--- config.mk ---
export PLATFORM = sky130hd
export DESIGN_NAME = core_scheduler
export DESIGN_NICKNAME = d
export VERILOG_FILES = /design/src/rtl/core_scheduler.sv
export SDC_FILE = /design/constraint.sdc
export NUM_CORES = 1
export LEC_CHECK = 0
export ABC_AREA = 1
export CELL_PAD_IN_SITES_DETAIL_PLACEMENT = 0
export CELL_PAD_IN_SITES_GLOBAL_PLACEMENT = 2
export CORE_MARGIN = 1
export CORE_UTILIZATION = 26
export CTS_CLUSTER_SIZE = 12
export DETAILED_ROUTE_END_ITERATION = 16
export GPL_ROUTABILITY_DRIVEN = 0
export PLACE_DENSITY_LB_ADDON = 0.1
export SLEW_MARGIN = 20
export SYNTH_ARGS = -nofsm -noshare
export SYNTH_HDL_FRONTEND = slang
export SYNTH_SLANG_ARGS = --single-unit
--- constraint.sdc ---
create_clock -name clk -period 3.25 [get_ports clk]
set_input_delay 0.4875 -clock clk [delete_from_list [all_inputs] [get_ports clk]]
set_output_delay 0.4875 -clock clk [all_outputs]
set_load 0.1 [all_outputs]
--- src/rtl/core_scheduler.sv ---
// Instruction-sequencing FSM for a single core: fetch, decode, optional LSU
// handshake, execute and PC update, stopping when a RET opcode retires.
module core_scheduler #(
  parameter int         DATA_WIDTH = 16,
  parameter int         ADDR_WIDTH = 8,
  parameter logic [3:0] RET_OPCODE = 4'b1111,
  parameter logic [3:0] JMP_OPCODE = 4'b0001,
  parameter logic [3:0] LDR_OPCODE = 4'b0111,
  parameter logic [3:0] STR_OPCODE = 4'b1000
) (
  input  logic                  clk,
  input  logic                  reset,
  input  logic                  start,
  output logic                  mem_read_valid,
  output logic [ADDR_WIDTH-1:0] mem_read_address,
  input  logic                  mem_read_ready,
  input  logic [DATA_WIDTH-1:0] mem_read_data,
  input  logic                  lsu_busy,
  output logic                  lsu_req,
  output logic                  reg_write_en,
  output logic [DATA_WIDTH-1:0] instruction,
  output logic [3:0]            opcode,
  output logic [3:0]            dest_reg,
  output logic [3:0]            src_reg,
  output logic [7:0]            immediate,
  output logic [ADDR_WIDTH-1:0] pc,
  output logic [2:0]            core_state,
  output logic                  done
);

  typedef enum logic [2:0] {
    ST_IDLE    = 3'd0,
    ST_FETCH   = 3'd1,
    ST_DECODE  = 3'd2,
    ST_REQUEST = 3'd3,
    ST_WAIT    = 3'd4,
    ST_EXECUTE = 3'd5,
    ST_UPDATE  = 3'd6,
    ST_DONE    = 3'd7
  } state_t;

  state_t                state_q, state_d;
  logic [ADDR_WIDTH-1:0] pc_q, pc_d;
  logic [DATA_WIDTH-1:0] instr_q, instr_d;
  logic [3:0]            opcode_q, opcode_d;
  logic [3:0]            dest_q, dest_d;
  logic [3:0]            src_q, src_d;
  logic [7:0]            imm_q, imm_d;

  logic isMemOp;
  logic isNoWriteOp;

  assign isMemOp     = (opcode_q == LDR_OPCODE) || (opcode_q == STR_OPCODE);
  assign isNoWriteOp = (opcode_q == JMP_OPCODE) || (opcode_q == STR_OPCODE) ||
                       (opcode_q == RET_OPCODE);

  always_ff @(posedge clk or posedge reset) begin
    if (reset) begin
      state_q  <= ST_IDLE;
      pc_q     <= '0;
      instr_q  <= '0;
      opcode_q <= '0;
      dest_q   <= '0;
      src_q    <= '0;
      imm_q    <= '0;
    end else begin
      state_q  <= state_d;
      pc_q     <= pc_d;
      instr_q  <= instr_d;
      opcode_q <= opcode_d;
      dest_q   <= dest_d;
      src_q    <= src_d;
      imm_q    <= imm_d;
    end
  end

  // Strobes decode straight from the state register so reset clears them at once.
  always_comb begin
    state_d        = state_q;
    pc_d           = pc_q;
    instr_d        = instr_q;
    opcode_d       = opcode_q;
    dest_d         = dest_q;
    src_d          = src_q;
    imm_d          = imm_q;
    mem_read_valid = 1'b0;
    lsu_req        = 1'b0;
    reg_write_en   = 1'b0;

    case (state_q)
      ST_IDLE: begin
        if (start) begin
          pc_d    = '0;
          state_d = ST_FETCH;
        end
      end
      ST_FETCH: begin
        mem_read_valid = 1'b1;
        if (mem_read_ready) begin
          instr_d = mem_read_data;
          state_d = ST_DECODE;
        end
      end
      ST_DECODE: begin
        opcode_d = instr_q[15:12];
        dest_d   = instr_q[11:8];
        src_d    = instr_q[7:4];
        imm_d    = instr_q[7:0];
        state_d  = ST_REQUEST;
      end
      ST_REQUEST: begin
        lsu_req = isMemOp;
        state_d = ST_WAIT;
      end
      ST_WAIT: begin
        if (!(isMemOp && lsu_busy)) begin
          state_d = ST_EXECUTE;
        end
      end
      ST_EXECUTE: begin
        state_d = ST_UPDATE;
      end
      ST_UPDATE: begin
        reg_write_en = !isNoWriteOp;
        if (opcode_q == RET_OPCODE) begin
          state_d = ST_DONE;
        end else begin
          pc_d    = (opcode_q == JMP_OPCODE) ? ADDR_WIDTH'(imm_q) : pc_q + ADDR_WIDTH'(1);
          state_d = ST_FETCH;
        end
      end
      ST_DONE: begin
        if (!start) begin
          state_d = ST_IDLE;
        end
      end
      default: begin
        state_d = ST_IDLE;
      end
    endcase
  end

  assign mem_read_address = pc_q;
  assign instruction      = instr_q;
  assign opcode           = opcode_q;
  assign dest_reg         = dest_q;
  assign src_reg          = src_q;
  assign immediate        = imm_q;
  assign pc               = pc_q;
  assign core_state       = state_q;
  assign done             = (state_q == ST_DONE);

endmodule
Yosys cells after proc, flatten, opt, wreduce, memory -nomap -nowiden
Index checks and enable logic that the tools add are counted.

storage, ports and cells
  flip-flop bits (word level) = 47
  bits of input ports = 21
  output and inout bits = 59
  logic and storage cells = 47

operators by class
  add/sub/neg operators = 1
  equal/unequal tests = 16
  muxes and demuxes = 13
  reductions and logical operators = 10

operators with widths
  kind                   count
  $mux W8                3
  $pmux W3 S8            1
  $pmux W8 S2            1
  $mux W3                5
  $eq A3 B3 Y1 const B   4
  $ne A2 B2 Y1 const B   5
  $add A8 B1 Y8 const B  1
  $eq A4 B4 Y1 const B   2
  $eq A3 B2 Y1 const B   2
  $eq A4 B1 Y1 const B   1
  $eq A4 B3 Y1 const B   1
  $reduce_and A4 Y1      1
  $eq A3 B1 Y1 const B   1
  $logic_not A3 Y1       1
  $logic_or A1 B1 Y1     3
  $mux W1                3
  $reduce_and A3 Y1      1
  $reduce_and A2 Y1      1
  $reduce_bool A2 Y1     1
  $logic_and A1 B1 Y1    1
  $logic_not A1 Y1       1

Depth between registers and ports, before layout
Gate-level depths: netlist (run 1).

  depth after elaboration = 5
  depth in mapped cells = 8
  gate-level depth less buffers = 8

Worst setup path before layout (run 1)
OpenSTA, ideal clock, no wires.

  path kind = register to output
  start = reg state_q[1], in the netlist core_state[1]
  end = out reg_write_en
  data arrival time = 2.879 ns
  data required time = 2.762 ns
  path slack = -0.116 ns
  cell stages (with the launch flop) = 6
  path buffers = 1
  path through = dfrtp_1 -> buf_2 -> nand3_2 -> nor2_4 -> nand2_1 -> nor2_1

on the way
  cells in the longest elaborated chain, start to end = 2

RTL lines
  element                 line  RTL
  from (decl)             42    state_t state_q, state_d;
  from (signal assigned)  67    state_q <= state_d;
  $eq A3 B3 Y1            90    case (state_q)
  $mux W1                 90
  to (decl)               20    output logic reg_write_en,

No other way between the ends.

==> results of run 1 <==
==> final cells by class <==
cell class                 count  share of cell area (%)
clock buffer                   6                    2.81
clock inverter                 2                   0.554
inverter                      33                    4.26
multi-input combinational    179                    27.9
sequential                    43                    36.6
tap                          102                    4.34
timing repair buffer          79                    23.5
==> metal layers <==
metal	vias up	track usage (%)
met5	-	0
met2	52	20.0
li1	983	-
met4	0	3.85
met3	7	5.04
met1	827	18.2
==> stage by stage <==
stage / instance area (µm²) / util [%]
after floorplan: 2160 / -
after global placement: 2840 / 36.0
after detailed placement: 2840 / 36.0
after CTS: 2940 / 37.2
after global routing: 2940 / 37.2
final: 2940 / 37.2
==> worst register-to-register path, delay by kind of cell, from the launching register on <==
family                 cells  cell delay (ns)
DFF                        1             0.49
buffers and inverters      2             0.21
and+or+nand+nor            5             0.89
==> cell usage after synthesis, drive strengths merged <==
| library cell | number | share of area [%] |
|---|---|---|
| nand2 | 76 | 14 |
| nand3b | 1 | 0.35 |
| nand4 | 3 | 0.87 |
| nor3 | 1 | 0.23 |
| ha | 1 | 0.58 |
| inv | 33 | 5.7 |
| nand3 | 17 | 5.1 |
| xnor2 | 1 | 0.41 |
| dfrtp | 43 | 50 |
| a21oi | 17 | 3.9 |
| buf | 20 | 6.4 |
| o21ai | 23 | 5.3 |
| and3 | 1 | 0.29 |
| nor2 | 38 | 7.2 |
==> logic make-up (layout without fill, tap and decap cells) <==
family                     count (synthesis)  after routing  synth area share [%]
AOI/OAI and AO/OA                         40             40                  9.29
xor gates and xnor gates                   1              1                 0.407
DFF                                       43             43                  49.9
adders and majority gates                  1              1                 0.581
and+or+nand+nor                          137            137                  27.6
buffers and inverters                     53            120                  12.1
==> worst min path at each step <==
| stage | end | depth (start not counted) | slack, ns | from |
|---|---|---|---|---|
| 6_report | dest_reg[1]$_DFFE_PP0P_ | 2 | 0.50 | dest_reg[1]$_DFFE_PP0P_ |
| 4_1_cts | dest_reg[3]$_DFFE_PP0P_ | 2 | 0.50 | dest_reg[3]$_DFFE_PP0P_ |
| 2_1_floorplan | core_state[0]$_DFFE_PP0P_ | 2 | 0.62 | start |
| 5_1_grt | instruction[15]$_DFFE_PP0P_ | 2 | 0.54 | instruction[15]$_DFFE_PP0P_ |
| 3_5_place_dp | dest_reg[3]$_DFFE_PP0P_ | 2 | 0.48 | dest_reg[3]$_DFFE_PP0P_ |
| 3_3_place_gp | dest_reg[1]$_DFFE_PP0P_ | 2 | 0.47 | dest_reg[1]$_DFFE_PP0P_ |
==> out/metrics.yaml, run 1 <==
tightest_slew_ns: 0.985
status: "complete, no violations"
grt_max_degree: 44
nNetsFinal: 363
dp_cells: 436
timing.final.crit_share_pct: 71.9
port_buffers: 79
vias: 1869
die-area_um2: 8650
arrival_ns: 1.85
multi_input_area_um2: 820
maxCapViolations: 0
hold_viol: 0
layout-drive-gt1-share_pct: 19.0
grt_use_total_pct: 13.5
setup_violations: 0
rsz0062_at_grt: "no"
postRouteAntennaNets: 0
top_layer: "met4"
crit_path_end: "immediate[4]"
wl_met1_um: 2700
fin_skew_ns: 0.00818
dp_hpwl_um: 3850
die_height_um: 93.0
fin_tns_setup_ns: 0
first_pass_iters: 4
cp.depth: 1
num-fill-cells: 860
clock-sinks: 43
crit_path_end_kind: "primary output"
hp-class: "flop to flop"
layout_common_cells: "75 x nand2_1, 43 x dfrtp_1, 40 x buf_4, 39 x clkdlybuf4s50_1, 34 x nor2_1"
ios: 80
max_stage_delay_ns: 1.15
layout_commonest_cell: "nand2_1"
grt_pass1_vias: 1834
diodes: 0
cp.required_ns: 2.76
cts_hold_buf: 0
synthesis.nets: 297
largest_reg_flops: 16
r2r_cells: 7
critPathLaunchType: "flop"
fp-row-count: 32
root_buffer: "clkbuf_8"
fin_ws_ns: 0.915
dieWidth_um: 93.0
r2r_start: "core_state[2]$_DFFE_PP0P_"
slew_headroom_pct: 34.1
slowest_stage: "clkdlybuf4s50_1"
route.met3.wl_um: 399
post-place-ws_ns: 1.23
coreArea_um2: 7890
start_util_pct: 27.3
crit_fanout: 4
antenna_found_initial: 0
timing.hold.ws_ns: 0.498
met2_length_um: 2230
ys_types: 21
final_cells: 444
cp-startpoint: "src_reg[0]$_DFFE_PP0P_"
area_growth_pct: 36.4
max_clock_freq_mhz: 428
drc_errors: 0
drtIter0Drc: 37
cts_tree: "built"
clk_pin_slew_worst_paths_ns: 0.09
regToRegEndpoint: "core_state[1]$_DFFE_PP0P_"
ys_seq_elements: 43
htree_levels: 2
syn-mean-instance-area_um2: 7.83
synthesis.area_um2: 2150
cp_top_family: "buffers and inverters"
post_cts_buffers: 0
r2r_slack_ns: 1.59
cts.path.max_buffers: 2
grt_overflow_total: 0
cts_resized: 0
maxSlewViolCount: 0
seq_area_um2: 1080
yosys_warnings: 0
ys_seq_area_share_pct: 49.9
syn-instance-count: 275
routed_via_density: 4.21
path_cells: "clkdlybuf4s50_1"
detail_route.wl_per_cell_um: 12.2
cts_buffers: 5
drt_wl_total_um: 5410
post-route-min-period_ns: 2.34
clock_latency_ns: 0.30
cp_num_buf_inv: 1
grt_pass1_wl_um: 9070
crit_type: "flop to primary output"
Power of run 1 is not shown: default switching activity piles up to over one toggle a cycle in this logic, so the estimate is an artifact.
==> inputs of run 2 (changes only) <==
--- a/config.mk
+++ b/config.mk
@@ -9,7 +9,7 @@
 export CELL_PAD_IN_SITES_DETAIL_PLACEMENT = 0
 export CELL_PAD_IN_SITES_GLOBAL_PLACEMENT = 2
 export CORE_MARGIN = 1
-export CORE_UTILIZATION = 26
+export CORE_UTILIZATION = 24
 export CTS_CLUSTER_SIZE = 12
 export DETAILED_ROUTE_END_ITERATION = 16
 export GPL_ROUTABILITY_DRIVEN = 0
==> constraint.sdc (replaced) <==
create_clock -name clk -period 2.3 [get_ports clk]
set_input_delay 0.345 -clock clk [delete_from_list [all_inputs] [get_ports clk]]
set_output_delay 0.345 -clock clk [all_outputs]
set_load 0.1 [all_outputs]
==> out/metrics.yaml, run 2 (synthesis results as in run 1) <==
grt_overflow_total: 0  # unchanged
diodes: 0  # unchanged
antenna_found_initial: 0  # unchanged
fin_util_pct: 34.4  # -2.9 points
routed_via_density: 4.20  # -0.26%
drc_errors: 0  # unchanged
area_growth_pct: 39.1
max_clock_freq_mhz: 506
cts_tree: "built"
crit_fanout: 9  # +5
fin_skew_ns: 0.00589  # -0.00230 ns
drtIter0Drc: 70  # +89%
cts.path.max_buffers: 2  # unchanged
num-fill-cells: 936  # +8.8%
cts_hold_buf: 0  # unchanged
hold_viol: 0  # unchanged
arrival_ns: 1.63  # -0.22 ns
critPathLaunchType: "flop"
status: "complete, no violations"
met2_length_um: 2450  # +9.8%
postRouteAntennaNets: 0  # unchanged
post-route-min-period_ns: 1.98
grt_use_total_pct: 12.7  # -0.78 points
port_buffers: 79  # unchanged
die_height_um: 96.8  # +4.0%
detail_route.wl_per_cell_um: 12.5  # +2.3%
top_layer: "met4"
fp-row-count: 34  # +6.3%
dieWidth_um: 96.8  # +4.0%
layout_common_cells: "75 x nand2_1, 58 x buf_4, 43 x dfrtp_1, 34 x nor2_1, 25 x inv_1"
cts_buffers: 5  # unchanged
hp-class: "input port to asynchronous set/reset pin"
clk_pin_slew_worst_paths_ns: 0.09  # about the same
ios: 80  # unchanged
root_buffer: "clkbuf_8"
maxCapViolations: 0  # unchanged
start_util_pct: 24.7  # -2.6 points
timing.final.crit_share_pct: 86.0
route.met3.wl_um: 333  # -17%
slew_headroom_pct: 76.0  # +42 points
vias: 1902  # +1.8%
htree_levels: 2  # unchanged
drt_wl_total_um: 5640  # +4.4%
first_pass_iters: 4  # unchanged
layout_commonest_cell: "nand2_1"
crit_type: "flop to primary output"
grt_pass1_wl_um: 9550  # +5.3%
clock_latency_ns: 0.30  # about the same
tightest_slew_ns: 0.360  # -0.625 ns
die-area_um2: 9360  # +8.2%
nNetsFinal: 366  # +0.83%
cp.required_ns: 1.96  # -0.80 ns
maxSlewViolCount: 0  # unchanged
grt_pass1_vias: 1812  # -1.2%
cts_resized: 0  # unchanged
setup_violations: 0  # unchanged
rsz0062_at_grt: "no"
crit_path_end_kind: "primary output"
grt_max_degree: 44  # unchanged
largest_reg_flops: 16  # unchanged
post_cts_buffers: 0  # unchanged
wl_met1_um: 2800  # +3.4%
dp_hpwl_um: 4030  # +4.6%
clock-sinks: 43  # unchanged
coreArea_um2: 8720  # +11%
layout-drive-gt1-share_pct: 25.8  # +6.8 points
==> run 2: cell count changes in the layout (fill, tap and decap cells not counted) <==
cell,change
buf_12,+4
inv_6,+1
and3_2,+1
bufinv_16,+1
buf_4,+18
clkinv_2,-1
inv_1,-1
clkbuf_8,-1
nor2_2,-1
clkdlybuf4s50_1,-19
and3_1,-1
nor2_4,+1
inv_2,+1
==> run 2: worst max-delay path: stages, from the launching register on <==
cell     delay, ns
dfrtp_1       0.57
nand3_2       0.18
nor2_4        0.19
nand2_1       0.11
nor2_4        0.11
buf_12        0.18
==> run 2: cell type report <==
type	count	area (µm²)	share of cell area (%)
clock inverters	3	47.5	1.59
flip-flops and latches	43	1080	35.9
well taps	108	135	4.51
inverters	33	128	4.26
repair buffers	82	716	23.9
clock buffers	5	68.8	2.30
multi-input cells	179	826	27.6
==> run 2: stage by stage <==
stage	instances	area [µm²]	setup TNS [ns]	hold slack [ns]	setup WS (ns)
final	453	3000	0	0.374	0.322
after global routing	453	3000	0	0.413	0.191
after CTS	453	3000	0	0.397	0.304
after detailed placement	445	2880	0	0.486	0.654
after global placement	445	2880	0	0.469	0.688
after floorplan	275	2170	-0.182	0.476	-0.182
==> run 2: path summary, 6_finish.rpt <==
check	startpoint	cells past startpoint	slack, ns	endpoint
max in group asynchronous	reset	3	1.68	mem_read_address[1]$_DFFE_PP0P_
setup / recovery	core_state[1]$_DFFE_PP0P_	5	0.32	reg_write_en
setup reg to reg	core_state[2]$_DFFE_PP0P_	8	0.85	core_state[1]$_DFFE_PP0P_
hold / removal	reset	3	0.37	core_state[2]$_DFFE_PP0P_
hold reg to reg	dest_reg[1]$_DFFE_PP0P_	2	0.50	dest_reg[1]$_DFFE_PP0P_
min in group clk	dest_reg[1]$_DFFE_PP0P_	2	0.50	dest_reg[1]$_DFFE_PP0P_
==> run 2: metal layers <==
metal	global-route usage, %	up-vias
li1	-	988
met1	17.8	859
met3	3.54	7
met5	0	-
met2	18.9	48
met4	3.79	0
Power of run 2 is left out for the same reason.
==> inputs of run 3 (changes only) <==
--- a/config.mk
+++ b/config.mk
@@ -6,6 +6,7 @@
 export NUM_CORES = 1
 export LEC_CHECK = 0
 export ABC_AREA = 1
+export ABC_CLOCK_PERIOD_IN_PS = 2300
 export CELL_PAD_IN_SITES_DETAIL_PLACEMENT = 0
 export CELL_PAD_IN_SITES_GLOBAL_PLACEMENT = 2
 export CORE_MARGIN = 1
==> results of run 3 <==
No change in the layout: final DEF, timing and power equal those of run 2.
Power of run 3 is left out for the same reason.
